--- config.mk ---
export PLATFORM = sky130hd
export DESIGN_NAME = xm_inst_fetch
export DESIGN_NICKNAME = d
export VERILOG_FILES = /design/src/rtl/xm_pkg.sv /design/src/rtl/xm_fetch_buf.sv /design/src/rtl/xm_inst_fetch.sv
export SDC_FILE = /design/constraint.sdc
export NUM_CORES = 1
export LEC_CHECK = 0
export BUFFER_PORTS_ARGS = -buffer_cell sky130_fd_sc_hd__buf_4
export CORE_UTILIZATION = 37
export DETAILED_ROUTE_END_ITERATION = 8
export PLACE_DENSITY = 0.55
export REMOVE_ABC_BUFFERS = 1
export SLEW_MARGIN = 40
export SYNTH_ARGS = -nofsm -noshare
export SYNTH_HDL_FRONTEND = slang
export SYNTH_SLANG_ARGS = --single-unit
export TNS_END_PERCENT = 30
--- constraint.sdc ---
create_clock -name clk_i -period 4.25 [get_ports clk_i]
set_input_delay 0.85 -clock clk_i [delete_from_list [all_inputs] [get_ports clk_i]]
set_output_delay 0.85 -clock clk_i [all_outputs]
set_load 0.01 [all_outputs]
--- src/rtl/xm_pkg.sv ---
// Shared definitions for the X-Makina instruction fetch path.
package xm_pkg;

  localparam int WORD = 16;
  localparam logic [WORD-1:0] RESET_VEC_DEF = 16'h0000;
  localparam logic [WORD-1:0] ALIGN_MASK = {{(WORD-1){1'b1}}, 1'b0};

  typedef enum logic [1:0] {
    F_IDLE    = 2'd0,
    F_REQ     = 2'd1,
    F_DISCARD = 2'd2
  } fetch_state_t;

  typedef struct packed {
    logic [WORD-1:0] inst;
    logic [WORD-1:0] pc;
  } fetch_entry_t;

  // Instructions are halfword aligned; bit 0 of any target is dropped.
  function automatic logic [WORD-1:0] align_half(input logic [WORD-1:0] adr);
    return adr & ALIGN_MASK;
  endfunction

endpackage

--- src/rtl/xm_fetch_buf.sv ---
// Two-entry {inst, pc} FIFO; slot 0 is always the head so every output is a flop.
module xm_fetch_buf
  import xm_pkg::*;
(
  input  logic         clk,
  input  logic         rst,
  input  logic         push,
  input  logic         pop,
  input  logic         flush,
  input  fetch_entry_t wr_entry,
  output fetch_entry_t head,
  output logic         valid,
  output logic [1:0]   count
);

  fetch_entry_t slot_reg [2];
  logic [1:0]   count_reg;
  logic [1:0]   count_next;
  logic         valid_reg;
  logic         pop_eff;

  // A pop against an empty buffer is ignored.
  assign pop_eff = pop && (count_reg != 2'd0);

  always_comb begin
    count_next = count_reg;
    if (flush) begin
      count_next = 2'd0;
    end else if (push && !pop_eff) begin
      count_next = count_reg + 2'd1;
    end else if (!push && pop_eff) begin
      count_next = count_reg - 2'd1;
    end
  end

  always_ff @(posedge clk) begin
    if (rst) begin
      slot_reg[0] <= '0;
      slot_reg[1] <= '0;
      count_reg   <= 2'd0;
      valid_reg   <= 1'b0;
    end else begin
      count_reg <= count_next;
      valid_reg <= (count_next != 2'd0);
      if (!flush) begin
        assert (!(push && !pop_eff && count_reg == 2'd2));
        case ({push, pop_eff})
          2'b10: begin
            if (count_reg == 2'd0) slot_reg[0] <= wr_entry;
            else                   slot_reg[1] <= wr_entry;
          end
          2'b01: begin
            slot_reg[0] <= slot_reg[1];
          end
          2'b11: begin
            // Head leaves while a new word arrives: the new word lands behind
            // whatever survives the pop.
            if (count_reg == 2'd1) begin
              slot_reg[0] <= wr_entry;
            end else begin
              slot_reg[0] <= slot_reg[1];
              slot_reg[1] <= wr_entry;
            end
          end
          default: ;
        endcase
      end
    end
  end

  assign head  = slot_reg[0];
  assign valid = valid_reg;
  assign count = count_reg;

endmodule

--- src/rtl/xm_inst_fetch.sv ---
// Instruction fetch unit: fetch FSM, fetch PC and memory request registers around a 2-deep buffer.
module xm_inst_fetch
  import xm_pkg::*;
#(
  parameter logic [WORD-1:0] RESET_VEC = RESET_VEC_DEF
) (
  input  logic            clk_i,
  input  logic            rst_i,
  output logic            memReq_o,
  output logic [WORD-1:0] memAdr_o,
  input  logic            memAck_i,
  input  logic [WORD-1:0] memData_i,
  input  logic            redirect_i,
  input  logic [WORD-1:0] redirectAdr_i,
  output logic            instValid_o,
  output logic [WORD-1:0] inst_o,
  output logic [WORD-1:0] instPc_o,
  input  logic            instReady_i
);

  fetch_state_t    state_reg;
  logic [WORD-1:0] fetch_pc_reg;
  logic [WORD-1:0] pc_next_seq;
  logic [WORD-1:0] target;
  logic            req_reg;
  logic [WORD-1:0] adr_reg;

  logic            buf_push;
  logic            buf_pop;
  logic            pop_eff;
  logic            buf_valid;
  logic [1:0]      buf_count;
  logic [1:0]      count_after;
  fetch_entry_t    buf_head;
  fetch_entry_t    wr_entry;

  assign pc_next_seq = fetch_pc_reg + WORD'(2);
  assign target      = align_half(redirectAdr_i);

  // Only a live read may fill the buffer; a redirect on the ack edge kills it.
  assign buf_push = (state_reg == F_REQ) && memAck_i && !redirect_i;
  assign buf_pop  = instReady_i && buf_valid;
  assign pop_eff  = buf_pop && (buf_count != 2'd0);
  assign wr_entry = '{inst: memData_i, pc: fetch_pc_reg};

  always_comb begin
    count_after = buf_count;
    if (buf_push && !pop_eff) begin
      count_after = buf_count + 2'd1;
    end else if (!buf_push && pop_eff) begin
      count_after = buf_count - 2'd1;
    end
  end

  xm_fetch_buf u_buf (
    .clk      (clk_i),
    .rst      (rst_i),
    .push     (buf_push),
    .pop      (buf_pop),
    .flush    (redirect_i),
    .wr_entry (wr_entry),
    .head     (buf_head),
    .valid    (buf_valid),
    .count    (buf_count)
  );

  always_ff @(posedge clk_i) begin
    if (rst_i) begin
      state_reg    <= F_IDLE;
      fetch_pc_reg <= RESET_VEC;
      req_reg      <= 1'b0;
      adr_reg      <= RESET_VEC;
    end else if (redirect_i) begin
      fetch_pc_reg <= target;
      case (state_reg)
        F_IDLE: begin
          state_reg <= F_REQ;
          req_reg   <= 1'b1;
          adr_reg   <= target;
        end
        F_REQ: begin
          if (memAck_i) begin
            state_reg <= F_REQ;
            adr_reg   <= target;
          end else begin
            // The old read must still complete at its original address.
            state_reg <= F_DISCARD;
          end
        end
        F_DISCARD: ;
        default: begin
          state_reg <= F_IDLE;
          req_reg   <= 1'b0;
        end
      endcase
    end else begin
      case (state_reg)
        F_IDLE: begin
          if (count_after < 2'd2) begin
            state_reg <= F_REQ;
            req_reg   <= 1'b1;
            adr_reg   <= fetch_pc_reg;
          end
        end
        F_REQ: begin
          if (memAck_i) begin
            fetch_pc_reg <= pc_next_seq;
            adr_reg      <= pc_next_seq;
            if (count_after < 2'd2) begin
              state_reg <= F_REQ;
              req_reg   <= 1'b1;
            end else begin
              state_reg <= F_IDLE;
              req_reg   <= 1'b0;
            end
          end
        end
        F_DISCARD: begin
          if (memAck_i) begin
            state_reg <= F_REQ;
            adr_reg   <= fetch_pc_reg;
          end
        end
        default: begin
          state_reg <= F_IDLE;
          req_reg   <= 1'b0;
        end
      endcase
    end
  end

  assign memReq_o    = req_reg;
  assign memAdr_o    = adr_reg;
  assign instValid_o = buf_valid;
  assign inst_o      = buf_head.inst;
  assign instPc_o    = buf_head.pc;

endmodule

== After elaboration in Yosys (flattened, before gate mapping) ==
Memories as Yosys holds them, arrays and structs flattened.
Cells that the tools add are included.

* Register bits after elaboration: 38
* Memory bits (writable): 64
* Input port bits: 37
* Output and inout port bits: 50
* Memories: 1

* $add $sub $neg: 3
* Magnitude comparators: 1
* Eq/ne operators: 15
* Mux-type cells: 59
* Bitwise gates (word level): 6
* Reduce and logical (&&, ||, !) cells: 23

{| class="wikitable"
|+ Memory list
! memory !! depth !! bits a word !! rd ports !! clocked after Yosys merged registers in !! write ports !! RTL line !! RTL
|-
| u_buf.slot_reg || 2 || 32 || 2 || 0 || 2 || xm_fetch_buf.sv:16 || <nowiki>fetch_entry_t slot_reg [2];</nowiki>
|}

{| class="wikitable"
|+ Operators with widths
! cell !! count
|-
| two-way mux 32 bit || 6
|-
| two-way mux 16 bit || 8
|-
| case mux 16 bit (3 select lines) || 1
|-
| case mux 16 bit (2 select lines) || 1
|-
| two-way mux 1 bit || 31
|-
| adder 16 x 2 -> 16 bit, second input constant || 1
|-
| two-way mux 2 bit || 8
|-
| case mux 2 bit (3 select lines) || 2
|-
| inequality test 2 bit, second input constant || 5
|-
| inequality test 3 bit, second input constant || 3
|-
| AND reduction 4 bit || 2
|-
| nonzero test 2 bit || 4
|-
| equality test 2 x 1 -> 1 bit, second input constant || 3
|-
| equality test 2 bit, second input constant || 3
|-
| logical AND 1 bit || 6
|-
| bitwise OR 1 bit || 6
|-
| AND reduction 5 bit || 1
|-
| zero test 2 bit || 2
|-
| AND reduction 2 bit || 2
|-
| OR reduction 2 bit || 2
|-
| zero test 1 bit || 3
|-
| inequality test 3 x 1 -> 1 bit, second input constant || 1
|-
| case mux 1 bit (3 select lines) || 1
|-
| nonzero test 3 bit || 1
|-
| other kinds (4) || 4
|}

== Logic depth before layout (Yosys ltp) ==
Gate-level depths: netlist of run 1.

* Word-level depth: 12
* Gate-level depth with buffers: 10

== Hierarchy ==
Synthesis of run 1 repeated with hierarchy kept, for this count alone.

* Cells, all modules: 537
* Area, all modules: 5400.2 um2

{| class="wikitable"
|+ By module, submodules not included
! module !! instances !! cells each !! area each (um2) !! sequential area each (um2)
|-
| xm_fetch_buf || 1 || 277 || 3251.9 || 1981.9
|-
| xm_inst_fetch || 1 || 260 || 2148.3 || 660.6
|}

== Least setup slack after synthesis of run 1 ==
OpenSTA, ideal clock, no wires.

* Kind: input to register
* Start: input redirect_i
* End: memory u_buf.slot_reg[0][10] (netlist bit), enable pin
* Library setup time: 0.462 ns
* Data arrival time: 3.627 ns
* Slack: 0.160 ns
* Stages on the path: 4
* Cell sequence: buf_2 > clkbuf_1 > clkbuf_1 > o21ai_0

{| class="wikitable"
|+ RTL lines
! what !! RTL line !! RTL
|-
| from (decl) || xm_inst_fetch.sv:13 || <nowiki>input logic redirect_i,</nowiki>
|-
| to (decl) || xm_fetch_buf.sv:16 ||
|}

== Final worst setup path of run 1 ==
* Start: register state_reg[1]
* End: register adr_reg[2] (netlist: memAdr_o[2])

* Longest elaborated chain between the ends: 10
* Elaborated cells on any way between the ends: 20

{| class="wikitable"
|+ Ends and longest elaborated chain
! what !! RTL line !! RTL
|-
| from (decl) || xm_inst_fetch.sv:21 || <nowiki>fetch_state_t state_reg;</nowiki>
|-
| from (signal assigned) || xm_inst_fetch.sv:69 || <nowiki>state_reg <= F_IDLE;</nowiki>
|-
| from (signal assigned) || xm_inst_fetch.sv:77 || <nowiki>state_reg <= F_REQ;</nowiki>
|-
| from (signal assigned) || xm_inst_fetch.sv:83 || <nowiki>state_reg <= F_REQ;</nowiki>
|-
| equality test 2 x 1 -> 1 bit || xm_inst_fetch.sv:41, xm_inst_fetch.sv:75, xm_inst_fetch.sv:97 ||
|-
| logical AND 1 bit (2 in series) || xm_inst_fetch.sv:41 || <nowiki>assign buf_push = (state_reg == F_REQ) && memAck_i && !redirect_i;</nowiki>
|-
| zero test 1 bit || xm_inst_fetch.sv:50 || <nowiki>end else if (!buf_push && pop_eff) begin</nowiki>
|-
| logical AND 1 bit || xm_inst_fetch.sv:50 ||
|-
| two-way mux 2 bit || xm_inst_fetch.sv:50 ||
|-
| two-way mux 2 bit || xm_inst_fetch.sv:48 || <nowiki>if (buf_push && !pop_eff) begin</nowiki>
|-
| less-than comparator 2 bit || xm_inst_fetch.sv:99 || <nowiki>if (count_after < 2'd2) begin</nowiki>
|-
| inequality test 3 bit (no source line) || - ||
|-
| AND reduction 5 bit (no source line) || - ||
|-
| to (signal assigned) || xm_inst_fetch.sv:102 || <nowiki>adr_reg <= fetch_pc_reg;</nowiki>
|-
| to (signal assigned) || xm_inst_fetch.sv:108 || <nowiki>adr_reg <= pc_next_seq;</nowiki>
|-
| to (signal assigned) || xm_inst_fetch.sv:121 || <nowiki>adr_reg <= fetch_pc_reg;</nowiki>
|-
| to (decl) || xm_inst_fetch.sv:26 || <nowiki>logic [WORD-1:0] adr_reg;</nowiki>
|}

Parallel ways exist; a longest one is shown, timed or not.
A chain may end at the register's enable or synchronous reset.

==> results by group, run 1 <==
STA
  – RSZ-0062 raised after global routing: no
  – Setup TNS: 0 ps
  – Worst hold slack: around 470 ps
  – Slew Viols, Final: 0
  – Final setup fails: 0
  – Period utilization: a little over two thirds
  – Rel. slew slack: roughly half
  – Fmax: about 340 MHz
  – Final setup margin: roughly 1300 ps
  – Fin. Hold Viols: 0
  – Worst Max-Slew Pin Slew: 728 ps
  – Final min period: ~3000 ps
  – Post-Route Skew: 8.77 ps

Clocking
  – CTS Root Buffer Type: clkbuf_16
  – Max clock buf depth: 2
  – CTS Buf Count: 9
  – Clk slew on worst S/H paths: approximately 70 ps
  – Setup bufs post-CTS: 0
  – Post-CTS resize count: 0
  – Hold Buf Count CTS: 0
  – CTS tree: yes
  – Clock sink count: slightly below 100
  – Clock latency on the worst-skew pair: 350 ps
  – H-tree depth: 3

Yosys
  – Post-synthesis adder-cell area fraction: 2.18%
  – Mux cell area share after synthesis: between 10% and 20%
  – Synth warnings: 0
  – Gate Count Post-Synth: 433
  – Async set-reset flop share out of synthesis: 0%
  – Top FF cell, synth: edfxtp_1
  – Post-synth EDFFs: 62
  – Register area share after synthesis: about half
  – Largest family of logic cells by synthesized area: simple AND/OR/NAND/NOR gates
  – Simple-gate area share of the yosys netlist: between 10% and 20%
  – Post-Synth XOR/XNOR Area: under 10%
  – Complex-gate fraction of the synthesized area: under 10%
  – Post-synth cell types: between 50 and 60
  – #FFs+latches synth: 98
  – Post-synthesis area per instance: between 10 and 15 um2
  – Syn Std Cell Area: 4990 um2

Routing
  – Number of routed nets with antenna violations: 0
  – Vias: approximately 3200
  – Wirelength per Cell: between 15 and 20 um
  – Total wire length: 9860 um
  – Vias per cell: between 4 and 5
  – Iter 0 DRT Violations: roughly 210
  – Drt first pass iters: 4
  – DRC errors left: 0

Layout
  – Largest register FFs: just over 60
  – Antenna diode count: 0
  – Layout area overhead: 16.7%
  – Layout cell share with drive strength beyond 1: 31.0%
  – Fill count: 1273
  – Area of the multi-input gates: 2020 um2
  – Register area: ~2600 um2
  – Fin util: between 40% and 50%
  – Nets: roughly 520

Place
  – GPL Wtd Cong: approximately 0.80
  – Port-buffer cells: just over 80
  – Hpwl dp: 6610 um
  – Worst slack at placement: about 1200 ps

Floorplanning
  – Die W: 118 um
  – # rows: between 40 and 50
  – Full die area: 13900 um2
  – Overall die height: ~120 um
  – Starting density of the core: 37.8%
  – Placeable Area: ~13000 um2
  – I/O pin count: a little under 90

Critical path
  – Setup Crit Path Kind: flop to flop
  – Crit. End Element: flop
  – Arrival time of the worst setup path: about 3200 ps
  – CP Launch Type: flop
  – Req. time, crit path: around 4500 ps
  – Crit-path max FO: 17

Pwr
  – Pwr Total: approximately 2.2 mW
  – Power density cells: ~380 nW/um2
  – Leakage: 2.29 nW
  – VDD IR-drop max: between 150 and 200 uV

GRT
  – GRT Total Usage: between 10% and 20%
  – Total grt overflow: 0
  – Initial antenna violation count: 0
  – Vias in the first global route: 3047
  – Global-route wire length before repair: approximately 16000 um
  – Pin count of the biggest net entering global routing: 32

Job
  – Max-Cap Viols: 0

Outcome
  – Status: finished clean

Worst hold path
  – Worst hold path type: flop to flop
final cells by class:
type                    instances  share of cell area [%]
repair buffers                 88                    11.8
multi-input cells             266                    34.8
well taps                     176                    3.78
clock inverters                 5                   0.516
inverters                      10                   0.645
clock buffers                  11                    4.17
flip-flops and latches         98                    44.4
worst max-delay path, stage by stage, from the launching register on:
cell      delay (ps)
dfxtp_1          340
inv_1            100
ha_1             560
and3b_1          470
maj3_2           290
mux2i_4          100
o221ai_4         590
mux2_2           410
through the flow:
| step | instance area [um2] | std cells |
|---|---|---|
| 6_report | 5820 | 654 |
| 5_1_grt | 5820 | 654 |
| 4_1_cts | 5820 | 654 |
| 3_5_place_dp | 5550 | 638 |
| 3_3_place_gp | 5500 | 636 |
| 2_1_floorplan | 4610 | 374 |
kinds of logic (layout without fill, tap and decap cells):
logic type | Yosys count | count (layout)
and+or+nand+nor | 113 | 113
DFF | 98 | 98
buffers and inverters | 70 | 114
AOI/OAI and AO/OA | 64 | 64
muxes | 49 | 49
xor gates and xnor gates | 29 | 29
adders and majority gates | 9 | 9
other | 1 | 2
synthesized netlist by cell type, types with 2 or more instances:
library cell	instances	area share, %
a211oi_1	7	1.1
a21boi_0	7	1.1
a21oi_1	5	0.50
a311oi_1	3	0.53
and2_1	31	3.9
and3b_1	2	0.35
buf_2	5	0.50
buf_4	37	5.6
clkbuf_1	17	1.3
dfxtp_1	36	14
edfxtp_1	62	37
ha_1	7	1.8
inv_1	8	0.60
mux2_2	36	8.1
mux2i_1	12	2.4
nand2_1	27	2.0
nand3_1	3	0.30
nand3b_1	3	0.45
nand4_1	5	0.63
nor2_1	14	1.1
nor2b_1	5	0.63
nor3_1	11	1.1
nor4_1	3	0.38
o21a_1	12	1.8
o21ai_0	17	1.7
or3_1	2	0.25
xnor2_1	14	2.5
xor2_1	15	2.6
worst paths after layout:
kind	cells past startpoint	start	end	slack, ps
setup / recovery	7	state_reg[1]	memAdr_o[2]	1280
hold / removal	2	memAdr_o[14]	memAdr_o[14]	470
setup reg to reg	7	state_reg[1]	memAdr_o[2]	1280
hold reg to reg	2	memAdr_o[14]	memAdr_o[14]	470
metal layers:
metal,track usage [%],routed length [um],part of all wire (%),vias to the layer above
met5,0,0,0,-
met4,6.81,195,2.0,0
met3,2.96,352,3.6,14
met2,22.2,4510,46,70
met1,19.8,4810,49,1561
li1,-,-,-,1590
placed cells by master, fill, tap and decap left out, types with 2 or more instances in the layout:
master,instances
a211oi_1,7
nand2_1,27
mux2i_1,12
a21boi_0,7
clkinv_2,2
a21oi_1,5
clkbuf_16,9
clkinv_1,2
nand4_1,5
mux2_2,36
nor3_1,11
nor2_1,13
xnor2_1,14
nand3_1,3
nor4_1,3
o21ai_0,16
or3_1,2
nand3b_1,3
buf_4,86
ha_1,7
edfxtp_1,62
nor2b_1,5
dfxtp_1,36
o21a_1,12
xor2_1,15
a311oi_1,3
and2_1,31
and3b_1,2
inv_1,8
conb_1,2
where the power goes:
group,internal [mW],leakage (nW),switching (mW)
clock,0.410,0.133,0.348
sequential,1.08,0.940,0.0423
combinational,0.150,1.21,0.156
total,1.64,2.29,0.547
No activity file was read; power rests on OpenSTA's default activity.
==> run 2: changes to the inputs <==
- PLACE_DENSITY: 0.55 -> 0.53
- clock period: 4.25 -> 2.8 ns (I/O delays scaled with it)
==> run 2 against run 1 <==
Global-route usage rose by 0.41 points. Total power rose by 63%. Maximum frequency is 23% higher. Sequential power grew 52%. Sequential share of layout area is 0.83 points lower. Die area did not move. Routed wire length down 0.70%. Sequential cell count unchanged. Highest routed layer unchanged. Setup slack worse by 890 ps. Critical endpoint is now memAdr_o[14]. Largest cell class unchanged. Via count down 0.93%.
==> results by group, run 2 (synthesized netlist as in run 1, its figures left out) <==
STA
  – Rel. slew slack: between 60% and 70%
  – Period utilization: 85.9%
  – Worst Max-Slew Pin Slew: ~520 ps
  – Final setup margin: about 400 ps
  – Final setup fails: 0
  – Final min period: around 2400 ps
  – Fin. Hold Viols: 0
  – RSZ-0062 raised after global routing: no
  – Slew Viols, Final: 0
  – Fmax: ~420 MHz
  – Setup TNS: 0 ps
  – Post-Route Skew: between 8 and 9 ps

Clocking
  – Max clock buf depth: 2
  – H-tree depth: 3
  – CTS Buf Count: 9
  – Post-CTS resize count: 0
  – Setup bufs post-CTS: 0
  – Clk slew on worst S/H paths: about 70 ps
  – Hold Buf Count CTS: 0
  – CTS tree: yes
  – Clock latency on the worst-skew pair: 340 ps
  – CTS Root Buffer Type: clkbuf_16
  – Clock sink count: about 100

Critical path
  – CP max stage delay: between 400 and 500 ps
  – Critical-path cell list: inv_1, ha_1, nand3b_1, maj3_2, mux2i_4, o221ai_4, buf_4, mux2i_1
  – Crit-path slowest cell: maj3_2
  – Reg-to-Reg End: memAdr_o[14]
  – Arrival time of the worst setup path: approximately 2600 ps
  – Setup Crit Path Kind: flop to flop
  – Req. time, crit path: between 3000 and 4000 ps
  – Crit-path max FO: 10
  – CP Launch Type: flop
  – Crit. End Element: flop
  – Register-to-Register Setup Slack: approximately 400 ps
  – Beginning of the critical path: u_buf.count[1]
  – FF-to-FF Start: u_buf.count[1]
  – R2r worst-path depth: 8

Pwr
  – Leakage: about 2.3 nW
  – Combinational Power Share: between 10% and 20%
  – Power density cells: about 600 nW/um2
  – Internal power: between 2 and 3 mW
  – Pwr Total: 3.55 mW
  – Clock Power Share: 38.9%
  – VDD IR-drop max: approximately 230 uV
  – Sequential Power Share: ~48%
  – Switching part of the total: roughly 23%
  – NetSw: around 820 uW

Routing
  – Wirelength per Cell: about 15 um
  – Total wire length: just under 10000 um
  – Drt first pass iters: 4
  – Number of routed nets with antenna violations: 0
  – Iter 0 DRT Violations: approximately 210
  – Vias: 3205
  – Vias per cell: between 4 and 5
  – DRC errors left: 0

Floorplanning
  – Overall die height: 118 um
  – Die W: between 100 and 150 um
  – Starting density of the core: a little under two fifths
  – # rows: 42
  – Placeable Area: 13200 um2
  – Full die area: ~14000 um2
  – I/O pin count: 87

Outcome
  – Status: finished clean

Layout
  – Most common cell after layout, fill and taps aside: buf_4
  – Commonest non-fill, non-tap cells in the layout: buf_4 (91), edfxtp_1 (62), mux2_2 (36), dfxtp_1 (36), and2_1 (31)
  – Antenna diode count: 0
  – Post-route cell area: approximately 5900 um2
  – Layout cell share with drive strength beyond 1: 31.6%
  – Nets: 523
  – Layout area overhead: 19.0%
  – Largest register FFs: 62
  – Fin util: 45.0%

Worst hold path
  – Worst Hold Path Cells: 2
  – Hold path startpoint: memReq_o
  – Hold path endpoint: memReq_o
  – Worst hold path type: flop to flop

GRT
  – Global-route wire length before repair: 16500 um
  – Vias in the first global route: approximately 3200
  – Pin count of the biggest net entering global routing: 32
  – GRT Total Usage: between 10% and 20%
  – Total grt overflow: 0
  – Initial antenna violation count: 0

Place
  – Hpwl dp: around 6700 um
  – Worst slack at placement: 337 ps
  – Port-buffer cells: 83
  – GPL Wtd Cong: about 0.83
  – Area after DPL: between 5000 and 6000 um2

Job
  – Max-Cap Viols: 0
-- run 2: worst max-delay path: cells and delay by family (launching register included) --
family / cells / cell delay [ps]
adder cells (fa/ha/maj): 2 / 640
multiplexers: 2 / 380
flip-flops: 1 / 370
AND/OR/NAND/NOR: 1 / 340
buffers and inverters: 2 / 340
AO/OA/AOI/OAI: 1 / 190
-- run 2: power by group through the flow --
stage	combinational [mW]	sequential, mW	clock (mW)
6_report	0.473	1.70	1.38
5_1_grt	0.522	1.71	1.48
4_1_cts	0.483	1.70	1.43
3_5_place_dp	0.480	1.73	0
3_3_place_gp	0.477	1.73	0
2_1_floorplan	0.231	1.75	0
-- run 2: how the worst max path moves through the flow --
stage / cells past startpoint / slack [ps] / to
2_1_floorplan: 5 / -1140 / u_buf.slot_reg[0][10]
3_3_place_gp: 7 / 360 / memAdr_o[11]
3_5_place_dp: 7 / 340 / memAdr_o[12]
4_1_cts: 8 / 390 / memAdr_o[14]
5_1_grt: 8 / 230 / memAdr_o[11]
6_report: 8 / 400 / memAdr_o[14]
-- run 2: layer usage --
layer	global-route usage, %	routed length [um]	vias up
met5	0	0	-
met4	4.97	122	0
met3	3.83	519	9
met2	23.2	4290	97
met1	20.4	4870	1503
li1	-	-	1596
-- run 2: final cells by class --
type / instances / area, um2
repair buffers: 94 / 743
clock buffers: 9 / 225
inverters: 10 / 37.5
multi-input cells: 266 / 2020
well taps: 176 / 220
clock inverters: 7 / 108
flip-flops and latches: 98 / 2580
fillers: 1251 / 7260
-- run 2: metrics by stage --
| step | cells | hold slack [ps] |
|---|---|---|
| 2_1_floorplan | 374 | 469 |
| 3_3_place_gp | 644 | 451 |
| 3_5_place_dp | 644 | 453 |
| 4_1_cts | 660 | 464 |
| 5_1_grt | 660 | 484 |
| 6_report | 660 | 460 |
